`config.mk`:
```
export PLATFORM = sky130hd
export DESIGN_NAME = window_tap_scanner
export DESIGN_NICKNAME = d
export VERILOG_FILES = /design/src/rtl/window_tap_scanner.sv
export SDC_FILE = /design/constraint.sdc
export NUM_CORES = 1
export LEC_CHECK = 0
export CELL_PAD_IN_SITES_DETAIL_PLACEMENT = 2
export CELL_PAD_IN_SITES_GLOBAL_PLACEMENT = 2
export CORE_MARGIN = 2
export CORE_UTILIZATION = 30
export DETAILED_ROUTE_END_ITERATION = 8
export PLACE_DENSITY_LB_ADDON = 0.2
export SYNTH_ARGS = -nofsm -noshare
export SYNTH_HDL_FRONTEND = slang
export SYNTH_SLANG_ARGS = --single-unit
```
`constraint.sdc`:
```
create_clock -name clk -period 3.3 [get_ports clk]
set_clock_uncertainty 0.1 [all_clocks]
set_input_delay 0.66 -clock clk [delete_from_list [all_inputs] [get_ports clk]]
set_output_delay 0.66 -clock clk [all_outputs]
set_load 0.03 [all_outputs]
```
`src/rtl/window_tap_scanner.sv`:
```
// window_tap_scanner: raster-order generator of K x K padded-window tap coordinates
module window_tap_scanner #(
  parameter int IMG_W = 64,
  parameter int PAD = 2,
  parameter int K = 5,
  localparam int VW = $clog2(IMG_W + 2 * PAD),
  localparam int TW = $clog2(K * K),
  localparam int OW = $clog2(IMG_W),
  localparam int KW = $clog2(K)
) (
  input  logic          clk,
  input  logic          reset,
  input  logic          start,
  output logic          busy,
  output logic          done,
  output logic          tap_valid,
  input  logic          tap_ready,
  output logic [VW-1:0] virt_row,
  output logic [VW-1:0] virt_col,
  output logic [TW-1:0] tap_idx,
  output logic          win_first,
  output logic          win_last,
  output logic [OW-1:0] out_row,
  output logic [OW-1:0] out_col
);
  typedef enum logic [1:0] {S_IDLE, S_SCAN, S_DONE} state_t;
  state_t state, state_n;
  logic [KW-1:0] kr, kc;
  logic hs, kc_end, kr_end, col_end, row_end, last;
  assign hs = tap_valid && tap_ready;
  assign kc_end = kc == KW'(K - 1);
  assign kr_end = kr == KW'(K - 1);
  assign col_end = out_col == OW'(IMG_W - 1);
  assign row_end = out_row == OW'(IMG_W - 1);
  assign last = kc_end && kr_end && col_end && row_end;
  // state register
  always_ff @(posedge clk or posedge reset)
    if (reset) state <= S_IDLE;
    else state <= state_n;
  // next state: start only honoured in idle, final handshake retires the frame
  always_comb begin
    state_n = state;
    state_n = (state == S_IDLE && start) ? S_SCAN :
              (state == S_SCAN && hs && last) ? S_DONE :
              (state == S_DONE) ? S_IDLE : state;
  end
  // window/pixel counters; the final handshake leaves them on the last tap
  always_ff @(posedge clk or posedge reset)
    if (reset) begin
      kc <= '0;
      kr <= '0;
      out_col <= '0;
      out_row <= '0;
    end else if (state == S_IDLE && start) begin
      kc <= '0;
      kr <= '0;
      out_col <= '0;
      out_row <= '0;
    end else if (hs && !last) begin
      kc <= kc_end ? '0 : kc + 1'b1;
      if (kc_end) kr <= kr_end ? '0 : kr + 1'b1;
      if (kc_end && kr_end) out_col <= col_end ? '0 : out_col + 1'b1;
      if (kc_end && kr_end && col_end) out_row <= out_row + 1'b1;
    end
  assign busy = state == S_SCAN;
  assign tap_valid = state == S_SCAN;
  assign done = state == S_DONE;
  assign virt_row = VW'(out_row) + VW'(kr);
  assign virt_col = VW'(out_col) + VW'(kc);
  assign tap_idx = TW'(kr) * TW'(K) + TW'(kc);
  assign win_first = kr == '0 && kc == '0;
  assign win_last = kr_end && kc_end;
endmodule

```
==> impl_metrics.ini <==
[pwr]
p_clk_share_pct = 16.2
power_frac_comb_pct = 55.5
leakage_uw = 0.00106
power_density_nw_per_um2 = 538
vdd_drop_max_mv = 0.261
switching_power_uw = 530
intPower_uw = 645
seqPwrFrac_pct = 28.3
swShare_pct = 45.1

[yosys]
ys_top_cells_by_area = dfrtp_1, ha_1, xnor2_1
async_flop_share_pct = 100
synth_top_area_share_pct = 30.2
yosysWarnings = 0
synth-main-ff-cell = dfrtp_1
synth_edf_count = 0
synth_cell_type_count = 46
synth_area_per_cell_um2 = 9.30
ys_ff_latch = 20
syn_area_um2 = 1660
yosysTopAreaCell = dfrtp_1
synth_common_cells = dfrtp_1, ha_1, nor2_1
syn_nets = 205
synth_cells = 178
synth_seq_area_share_pct = 30.2

[floorplanning]
die_w_um = 78.3
die_h_um = 78.3
die-area_um2 = 6130
ioPinCount = 40
coreArea_um2 = 5410
start_util_pct = 30.6
rows = 27

[drt]
drt_iter0_drc = 55
drt-pass1-iter-count = 4
drt_wl_total_um = 5470
vias_per_cell = 5.40
dr_total_vias = 1565
ant_nets = 0
route.detailed.drc = 0
wl_per_cell_um = 18.9

[critical_path]
cp-end-kind = primary output
regToRegStartpoint = kc[1]$_DFFE_PP0P_
r2r_slack_ps = 580
worstReg2RegEnd = out_row[3]$_DFFE_PP0P_
reg2reg_depth = 7
crit_required_ps = 2540
arrival_ps = 2420
start_kind = flip-flop
crit_fanout = 7
path_class = reg -> out

[cells_and_area]
final_core_util_pct = 40.4
syn2layout_area_growth_pct = 31.9
seqCellArea_um2 = 502
fill_cells = 612
multi_input_area_um2 = 1070
final_nets = 246
drive_above_1_share_pct = 8.72
n_antenna_cell = 0

[sta]
tightest_slew_ps = 806
hold_viol = 0
rsz0062_at_grt = false
setup_viol = 0
relSlewSlack_pct = 46.2
fin_tns_setup_ps = 0
max_freq_ghz = 0.314
fin_crit_ps = 3180
layout_setup_ws_ps = 118
drv_slew = 0
finalCritPeriodShare_pct = 96.4

[global_route]
grt_max_degree = 21
groute.usage.overall_pct = 18.8
first_global_vias = 1735
grt_antenna_before_repair = 0
grt_pass1_wl_um = 9160
overflow = 0

[clock_tree]
hold_buffers = 0
insertion_delay_ps = 260
clock-sinks = 20
numCtsBuffers = 3
post_cts_buffers = 0
clockRootBuffer = clkbuf_8
tritoncts = yes
cts_buffer_depth = 2
htreeDepth = 1
clkTransAtPathRegs_ps = 80

[placement]
gp_congestion = 0.776
place_ws_ps = 78.9
place_hpwl_um = 4260
portBuffers = 39

[worst_hold_path]
hold_depth = 2
hold_class = reg -> reg
min_to = state[1]$_DFFE_PP0P_
hp-start = state[1]$_DFFE_PP0P_

[run_status]
status = finished, final reports clean

[job]
cap_violations = 0
[per-layer routing]
metal / vias to the layer above / GRT usage (%) / routed length (um)
met4: 0 / 3.68 / 56
met1: 807 / 22.2 / 2320
li1: 728 / - / -
met5: - / 0 / 0
met3: 6 / 2.53 / 101
met2: 24 / 36.0 / 3000
[cells in the final DEF, fill, tap and decap left out, types with 5 or more instances in the layout]
cell and n:
ha_1 20, nand3_1 9, inv_1 12, nand2_1 11, dfrtp_1 19, buf_4 5
o21ai_0 10, a21oi_1 9, nor2_1 14, clkdlybuf4s50_1 31, xnor2_1 7
[area by class of cell]
class | instances | area share, %
inverter | 12 | 2.06
sequential | 20 | 23.0
multi-input combinational | 139 | 49.1
tap | 72 | 4.13
timing repair buffer | 43 | 19.3
clock buffer | 4 | 2.52
[repair_timing]
item | in CTS | in global routing
pin swaps | 0 | 0
gates resized for setup | 4 | 5
gates cloned | 0 | 0
endpoints found under the setup margin | 4 | 5
[cell families (layout without fill, tap and decap cells)]
group,Yosys count,after routing,synth area share [%]
flops,20,20,30.2
simple gates,58,58,19.4
fa+ha+maj,23,23,18.7
xor+xnor,11,11,5.82
compound gates,43,43,17.9
buf+inv,19,59,5.29
mux,4,4,2.57
[metrics by stage]
step	instances	instance area [um^2]	power, uW	hold slack [ps]
after floorplan	178	1660	744	430
after global placement	286	2120	961	474
after detailed placement	286	2120	1010	509
after CTS	290	2170	1190	528
after global routing	290	2180	1250	560
final	290	2180	1170	526
[power by group through the flow]
stage	Sequential, uW	Clock (uW)	Combinational (uW)
6_report	332	190	652
5_1_grt	339	206	706
3_3_place_gp	334	0	627
3_5_place_dp	337	0	674
4_1_cts	332	197	661
2_1_floorplan	320	0	423
[flip-flops by register name, indices dropped and copies added (netlist names)]
register  flops
kc            3
out_col       6
state         2
out_row       6
kr            3
[worst max-delay path, stage by stage (launching register included)]
cell     delay, ps
dfrtp_2        460
ha_1           320
ha_1           340
ha_1           340
a21o_1         200
a21oi_2        180
xnor2_1        140
buf_4          180
[worst max path at each step]
stage / slack [ps] / start / cells past startpoint / end
3_5_place_dp: 80 / kr[0]$_DFFE_PP0P_ / 5 / tap_idx[3]
3_3_place_gp: 200 / kr[0]$_DFFE_PP0P_ / 5 / tap_idx[3]
2_1_floorplan: 510 / kr[0]$_DFFE_PP0P_ / 6 / tap_idx[4]
4_1_cts: 40 / kc[0]$_DFFE_PP0P_ / 6 / virt_col[6]
6_report: 120 / kr[0]$_DFFE_PP0P_ / 7 / tap_idx[4]
5_1_grt: 8 / kr[0]$_DFFE_PP0P_ / 7 / tap_idx[4]
No activity file was read; power rests on OpenSTA's default activity.
